### src/rtl/conv_window_engine.sv
// Sliding-window 2-D convolution core: kernel-load FSM, window fill tracking and a
// 3-stage product/adder-tree/output pipeline. Optional build macro: CONV_SAT_EN.
//
// state   | meaning
// --------+-----------------------------------------------------------
// S_KLOAD | collecting kernel columns; image columns are ignored
// S_FILL  | kernel ready, filling the window with image columns
// S_RUN   | window full, every image column issues a result token
module conv_window_engine #(
    parameter int BIT_LEN   = 8,
    parameter int M_LEN     = 3,
    parameter int CONV_LEN  = 20,
    parameter int CONV_LPOS = 13,
    parameter int OUT_SHIFT = CONV_LEN - CONV_LPOS
) (
    input  logic                       CLK100MHZ,
    input  logic                       i_reset_n,
    input  logic [M_LEN*BIT_LEN-1:0]   i_dato,
    input  logic                       i_selecK_I,
    input  logic                       i_valid,
    input  logic                       i_sof,
    output logic [CONV_LPOS-1:0]       o_data,
    output logic                       o_valid,
    output logic                       o_kernel_ready
);

    localparam int COL_W  = M_LEN * BIT_LEN;
    localparam int PROD_W = 2 * BIT_LEN;
    localparam int N_PROD = M_LEN * M_LEN;
    localparam int CNT_W  = $clog2(M_LEN + 1);
    localparam int HI_LSB = OUT_SHIFT + CONV_LPOS - 1;
    localparam logic [CNT_W-1:0] LAST_CNT = CNT_W'(M_LEN - 1);

    typedef enum logic [1:0] {S_KLOAD, S_FILL, S_RUN} state_t;

    state_t                     state;
    logic [CNT_W-1:0]           kcnt;
    logic [CNT_W-1:0]           icnt;
    logic [COL_W-1:0]           kernel [M_LEN];
    logic [COL_W-1:0]           window [M_LEN];
    logic                       tok;
    logic signed [PROD_W-1:0]   prod [N_PROD];
    logic                       v1;
    logic                       v2;
    logic signed [CONV_LEN-1:0] sum_c;
    logic signed [CONV_LEN-1:0] sum_r;
    logic [CONV_LPOS-1:0]       s;
    logic                       kernel_col;
    logic                       image_col;
    logic                       sum_unused;

    assign kernel_col = i_valid & ~i_selecK_I;
    assign image_col  = i_valid & i_selecK_I;
    assign sum_unused = ^sum_r;

    always_ff @(posedge CLK100MHZ or negedge i_reset_n) begin
        if (!i_reset_n) begin
            state          <= S_KLOAD;
            kcnt           <= '0;
            icnt           <= '0;
            tok            <= 1'b0;
            o_kernel_ready <= 1'b0;
            for (int k = 0; k < M_LEN; k++) begin
                kernel[k] <= '0;
                window[k] <= '0;
            end
        end else begin
            tok <= 1'b0;
            case (state)
                S_KLOAD: begin
                    if (kernel_col) begin
                        for (int k = 0; k < M_LEN - 1; k++) kernel[k] <= kernel[k+1];
                        kernel[M_LEN-1] <= i_dato;
                        kcnt <= kcnt + 1'b1;
                        if (kcnt == LAST_CNT) begin
                            state          <= S_FILL;
                            o_kernel_ready <= 1'b1;
                            icnt           <= '0;
                        end
                    end
                end
                default: begin
                    if (kernel_col) begin
                        // Tokens already in flight keep the products they registered.
                        for (int k = 0; k < M_LEN - 1; k++) kernel[k] <= kernel[k+1];
                        kernel[M_LEN-1] <= i_dato;
                        kcnt           <= CNT_W'(1);
                        icnt           <= '0;
                        state          <= S_KLOAD;
                        o_kernel_ready <= 1'b0;
                    end else if (image_col) begin
                        for (int k = 0; k < M_LEN - 1; k++) window[k] <= window[k+1];
                        window[M_LEN-1] <= i_dato;
                        if (i_sof) begin
                            icnt  <= CNT_W'(1);
                            state <= S_FILL;
                        end else if (state == S_RUN) begin
                            tok <= 1'b1;
                        end else begin
                            icnt <= icnt + 1'b1;
                            if (icnt == LAST_CNT) begin
                                state <= S_RUN;
                                tok   <= 1'b1;
                            end
                        end
                    end
                end
            endcase
        end
    end

    always_comb begin
        sum_c = '0;
        for (int i = 0; i < N_PROD; i++)
            sum_c = sum_c + {{(CONV_LEN-PROD_W){prod[i][PROD_W-1]}}, prod[i]};
    end

`ifdef CONV_SAT_EN
    logic [CONV_LEN-1-HI_LSB:0] hi_bits;
    assign hi_bits = sum_r[CONV_LEN-1:HI_LSB];

    always_comb begin
        s = sum_r[OUT_SHIFT +: CONV_LPOS];
        if (!((&hi_bits) || (~|hi_bits)))
            s = sum_r[CONV_LEN-1] ? {1'b1, {(CONV_LPOS-1){1'b0}}}
                                  : {1'b0, {(CONV_LPOS-1){1'b1}}};
    end
`else
    always_comb begin
        s = sum_r[OUT_SHIFT +: CONV_LPOS];
    end
`endif

    always_ff @(posedge CLK100MHZ or negedge i_reset_n) begin
        if (!i_reset_n) begin
            for (int i = 0; i < N_PROD; i++) prod[i] <= '0;
            v1      <= 1'b0;
            v2      <= 1'b0;
            sum_r   <= '0;
            o_valid <= 1'b0;
            o_data  <= {1'b1, {(CONV_LPOS-1){1'b0}}};
        end else begin
            v1      <= tok;
            v2      <= v1;
            o_valid <= v2;
            if (tok) begin
                for (int c = 0; c < M_LEN; c++)
                    for (int r = 0; r < M_LEN; r++)
                        prod[c*M_LEN+r] <= $signed(kernel[c][r*BIT_LEN +: BIT_LEN])
                                         * $signed(window[c][r*BIT_LEN +: BIT_LEN]);
            end
            if (v1) sum_r <= sum_c;
            // Offset-binary output: invert the sign bit of the sliced sample.
            if (v2) o_data <= {~s[CONV_LPOS-1], s[CONV_LPOS-2:0]};
        end
    end

endmodule

### config.mk
export PLATFORM = sky130hd
export DESIGN_NAME = conv_window_engine
export DESIGN_NICKNAME = d
export VERILOG_FILES = /design/src/rtl/conv_window_engine.sv
export SDC_FILE = /design/constraint.sdc
export NUM_CORES = 2
export LEC_CHECK = 0
export CAP_MARGIN = 20
export CORE_MARGIN = 2
export CORE_UTILIZATION = 44
export DETAILED_ROUTE_END_ITERATION = 6
export GPL_TIMING_DRIVEN = 0
export SLEW_MARGIN = 20
export SYNTH_ARGS = -nofsm -noshare
export SYNTH_HDL_FRONTEND = slang
export SYNTH_SLANG_ARGS = --single-unit
### constraint.sdc
create_clock -name CLK100MHZ -period 6.64 [get_ports CLK100MHZ]
set_input_delay 1.328 -clock CLK100MHZ [delete_from_list [all_inputs] [get_ports CLK100MHZ]]
set_output_delay 1.328 -clock CLK100MHZ [all_outputs]
set_load 0.1 [all_outputs]
Yosys cells after proc, flatten, opt, wreduce, memory -nomap -nowiden
Cells that the tools add are included.
Widths: inputs -> output; s select.
{"block": "word_totals", "regBits": 332, "latchBits": 0, "ram_bits": 0, "mem_bits_ro": 0, "in_bits": 29, "out_inout_bits": 15, "elab_cells": 91, "mem_count": 0}
{"block": "op_classes", "addsub": 10, "multipliers": 9, "div": 0, "order_cmp": 0, "eq_ne": 6, "shifts": 0, "mux": 28, "bitwise": 6, "n_reduce_logical": 7}
{"operator": "$mul 8x8->16", "count": 9}
{"operator": "$add 20x20->20", "count": 4}
{"operator": "$mux 2", "count": 18}
{"operator": "$add 19x16->20", "count": 1}
{"operator": "$add 18x16->19", "count": 1}
{"operator": "$add 17x16->18", "count": 1}
{"operator": "$add 16x16->17", "count": 1}
{"operator": "$mux 1", "count": 10}
{"operator": "$eq 2x2->1 const B", "count": 3}
{"operator": "$reduce_and 5->1", "count": 1}
{"operator": "$add 2x1->2 const B", "count": 2}
{"operator": "$ne 2x2->1 const B", "count": 2}
{"operator": "$not 1->1", "count": 4}
{"operator": "$reduce_and 4->1", "count": 1}
{"operator": "$ne 3x3->1 const B", "count": 1}
{"operator": "$reduce_and 3->1", "count": 1}
{"operator": "$reduce_bool 3->1", "count": 1}
{"operator": "$and 1x1->1", "count": 2}
{"operator": "$logic_not 2->1", "count": 1}
{"operator": "$reduce_and 2->1", "count": 1}
{"operator": "$reduce_bool 2->1", "count": 1}

Longest topological paths before layout
{"block": "depth", "depth_word": 8, "depth_mapped": 19, "ltp_nobuf": 18}

Least setup slack after synthesis
Ideal clock, no wire load.
{"block": "synth_path", "path_kind": "reg2reg", "startpoint": "reg kernel[31] (netlist name)", "endpoint": "reg prod[94] (netlist name)", "setup_ns": 0.120, "arrival_time_ns": 4.206, "setup_slack_ns": 2.315, "stages_incl_launch_ff": 14, "period_less_slack_ns": 4.325, "path_cell_list": "dfrtp_1 -> clkbuf_1 -> and2_1 -> fa_1 -> inv_1 -> fa_1 -> fa_1 -> inv_1 -> fa_1 -> ha_1 -> or3_1 -> o2111a_1 -> or3_1 -> a31o_1"}
{"block": "synth_between", "elab_chain_cells": 1}
{"element": "from (decl)", "line": "39", "source": "logic [COL_W-1:0] kernel [M_LEN];"}
{"element": "from (signal, indexed assignment)", "line": "73", "source": "kernel[M_LEN-1] <= i_dato;"}
{"element": "from (signal, indexed assignment)", "line": "86", "source": "kernel[M_LEN-1] <= i_dato;"}
{"element": "$mul 8x8->16", "line": "150", "source": "* $signed(window[c][r*BIT_LEN +: BIT_LEN]);"}
{"element": "to (signal, indexed assignment)", "line": "149", "source": "prod[c*M_LEN+r] <= $signed(kernel[c][r*BIT_LEN +: BIT_LEN])"}
{"element": "to (decl)", "line": "42", "source": "logic signed [PROD_W-1:0] prod [N_PROD];"}
No other way between the ends.
A chain may end at the register's enable or synchronous reset.

Worst setup path in the final report
{"block": "layout_path", "startpoint": "reg window[18] (netlist name)", "endpoint": "reg prod[15] (netlist name)"}
{"block": "layout_between", "elab_chain_cells": 1}
{"element": "from (decl)", "line": "40", "source": "logic [COL_W-1:0] window [M_LEN];"}
{"element": "from (signal, indexed assignment)", "line": "93", "source": "window[M_LEN-1] <= i_dato;"}
{"element": "$mul 8x8->16", "line": "150"}
No other way between the ends.

==> flow_summary.ini <==
[outcome]
status = finished, final reports clean

[sta]
tightest_slew_ns = 1.26
final_max_slew_viol_count = 0
hold_viol_final = 0
fin_tns_setup_ns = 0
fin_crit_sh_pct = 79.1
max_freq_mhz = 190
finalSetupViolations = 0
period_needed_ns = 5.25
worst_clock_skew_ns = 0.0307
rsz0062_at_grt = false
slew_headroom_pct = 16.2

[logic_synthesis]
async_flop_share_pct = 100
yosysTopAreaCell = fa_1
synth_seq_area_share_pct = 21.4
synth_warnings = 0
syn_area_per_cell_um2 = 9.73
yosys-top-cells-area = fa_1 32%, dfrtp_1 21%, ha_1 9.2%
synth_edf_count = 0
synth-main-ff-cell = dfrtp_1
yosysUniqueCellTypes = 65
ys_seq_elements = 325
syn-num-nets = 4820
syn_area_mm2 = 0.0380
netlist.area_leader.share_pct = 32.1
synth_cells = 3902

[placed_design]
gp_congestion = 0.899
io_buffers = 43
dp.cells = 5092
dp_hpwl_um = 76500

[clock_tree]
clock_latency_ns = 0.58
cts_inserted_buffers = 42
cts_hold_buf = 0
cts_setup_buffers = 0
clk_pin_slew_ns = 0.06
htreeDepth = 2
clockRootBuffer = clkbuf_16
cts.repair.resized = 0
cts_tree = yes
cts_buffer_depth = 3
cts.sinks = 325

[final_layout]
final-seq-area_mm2 = 0.00813
nFillCells = 8261
diodes = 0
multi_input_area_mm2 = 0.0263
area_delta_synth_final_pct = 8.77
fin_cells = 5165
drive_above_1_share_pct = 5.99
final_nets = 4910

[global_routing]
grt_pass1_vias = 27900
grt_pass1_wl_um = 156000
grt_max_degree = 92
grt_use_total_pct = 22.5
antenna_found_initial = 0
overflow = 0

[min_path]
hold_class = register to register
holdPathStages = 1

[floorplanning]
die_x_um = 298
die-area_mm2 = 0.0887
pin_count = 44
initial_core_util_pct = 44.5
coreArea_mm2 = 0.0854
die_h_um = 298
rows = 107

[power]
peakVddDrop_mv = 0.807
swShare_pct = 50.7
pwr-share-clk_pct = 11.3
p_int_mw = 10.1
p_comb_share_pct = 74.9
p_leak_nw = 21.1
power.density_mw_per_mm2 = 498
power.share.sequential_pct = 13.7
p_sw_mw = 10.4

[setup_path]
path_class = register to register
cp.depth = 15
worst-path-max-fanout = 10
critical_path_buf_inv_count = 3
worstSetupEndpointType = register
ff2ff_setup_slack_ns = 1.39
startpoint_type = register
critical_path.cell_chain = clkbuf_1 -> and2_1 -> fa_1 -> inv_1 -> fa_1 -> fa_1 -> inv_1 -> fa_1 -> ha_1 -> o2111ai_1 -> o21a_1 -> a21oi_1 -> a21oi_1 -> xnor2_1 -> mux2i_1
cp.required_ns = 7.06
cp_slowest_stage_delay_ns = 0.54
crit_family = adder cells
crit_slowest_cell = xnor2_1
critical_path_arrival_ns = 5.67
crit_path_frequent_cell = fa_1
ff2ff_path_depth = 15

[drt]
vias = 26200
drt_iter0_markers = 1375
drt.antenna.violating_nets = 0
avgRoutedWirePerCell_um = 18.4
viasPerCell = 5.08
drt_wl_total_um = 95000
dr.pass1.iters = 5
drc = 0

[job]
cap_violations = 0
[routing by layer]
metal	share of wire [%]	wire, um	GRT usage (%)
met4	2.2	2060	4.80
met3	4.7	4450	2.79
met2	48	45600	38.0
met5	0	0	0
met1	45	42900	31.1
[power groups by stage]
| stage | clock network, mW | logic (mW) | registers [mW] |
|---|---|---|---|
| finish | 2.34 | 15.4 | 2.83 |
| global route | 2.45 | 17.7 | 2.89 |
| CTS | 2.38 | 15.7 | 2.82 |
| detailed placement | 0 | 15.6 | 2.85 |
| global placement | 0 | 15.4 | 2.86 |
| floorplan | 0 | 11.6 | 2.60 |
[cell usage in the layout (no fill, tap or decap), drive strengths merged, types with 27 or more instances in the layout]
cell type      count
or3               27
nor3              50
ha               280
clkbuf           165
clkdlybuf4s50     42
xnor2             97
inv              832
mux2             124
nand2            422
a211oi            44
and2             374
nor2             134
dfrtp            324
o21ai             98
a21oi             71
fa               609
a21o              41
o21a              49
[synthesized netlist by cell type, types with 6 or more instances]
master / instances
inv_1: 830
fa_1: 609
nand2_1: 422
and2_1: 374
dfrtp_1: 324
ha_1: 280
nor2_1: 133
mux2_2: 124
clkbuf_1: 107
xnor2_1: 97
o21ai_0: 91
a21oi_1: 65
nor3_1: 49
o21a_1: 49
a21o_1: 41
a211oi_1: 37
or3_1: 26
nand2b_1: 23
nor2b_1: 19
o31ai_1: 15
o211ai_1: 13
nand3_1: 12
nand3b_1: 12
o2111ai_1: 12
a211o_1: 10
a31oi_1: 9
or2_2: 9
a211oi_2: 7
buf_1: 7
buf_2: 7
o2bb2ai_1: 7
xor2_1: 7
a21oi_2: 6
[logic make-up after synthesis]
kind of cell    synth area share (%)
buf+inv                         9.43
flops                           21.4
fa+ha+maj                       41.3
xor+xnor                        2.40
compound gates                  7.21
simple gates                    14.4
mux                             3.81
[worst reg2reg max path, stage by stage (launching register included)]
cell       delay [ns]
dfrtp_1          0.31
clkbuf_1         0.47
and2_1           0.35
fa_1             0.48
inv_1            0.20
fa_1             0.47
fa_1             0.49
inv_1            0.05
fa_1             0.43
ha_1             0.39
o2111ai_1        0.13
o21a_1           0.26
a21oi_1          0.24
a21oi_1          0.12
xnor2_1          0.54
mux2i_1          0.16
[state kept, by name (all words and copies together), names as in the netlist, 2 cells and up]
| register | flops |
|---|---|
| prod | 144 |
| kcnt | 2 |
| sum_r | 13 |
| state | 2 |
| window | 72 |
| icnt | 2 |
| kernel | 72 |
| o_data | 13 |
[per-stage QoR]
step / util [%] / total power [mW] / hold slack [ns] / setup slack [ns] / cell area, um2
floorplan: - / 14.3 / 0.390 / 2.31 / 38000
detailed placement: 46.8 / 18.4 / 0.425 / 1.30 / 39900
global placement: 46.6 / 18.2 / 0.410 / -10.71 / 39800
finish: 48.4 / 20.6 / 0.423 / 1.39 / 41300
global route: 48.4 / 23.1 / 0.444 / 1.16 / 41300
CTS: 48.4 / 20.9 / 0.429 / 1.29 / 41300
[path summary, 6_finish.rpt]
check,end,startpoint
min reg2reg,o_data[12],sum_r[19]
max reg2reg,prod[15],window[18]
max in group asynchronous,o_data[12],i_reset_n
min in group asynchronous,window[23],i_reset_n
max,prod[15],window[18]
min,o_data[12],sum_r[19]
[layout make-up]
type                       count  share of cell area, %
tap                         1144                   3.46
clock buffer                  58                   2.83
buffer                       121                   1.13
timing repair buffer          46                   1.25
sequential                   325                   19.7
multi-input combinational   2625                   63.6
clock inverter                15                  0.500
inverter                     831                   7.55
No activity file was read; power rests on OpenSTA's default activity.
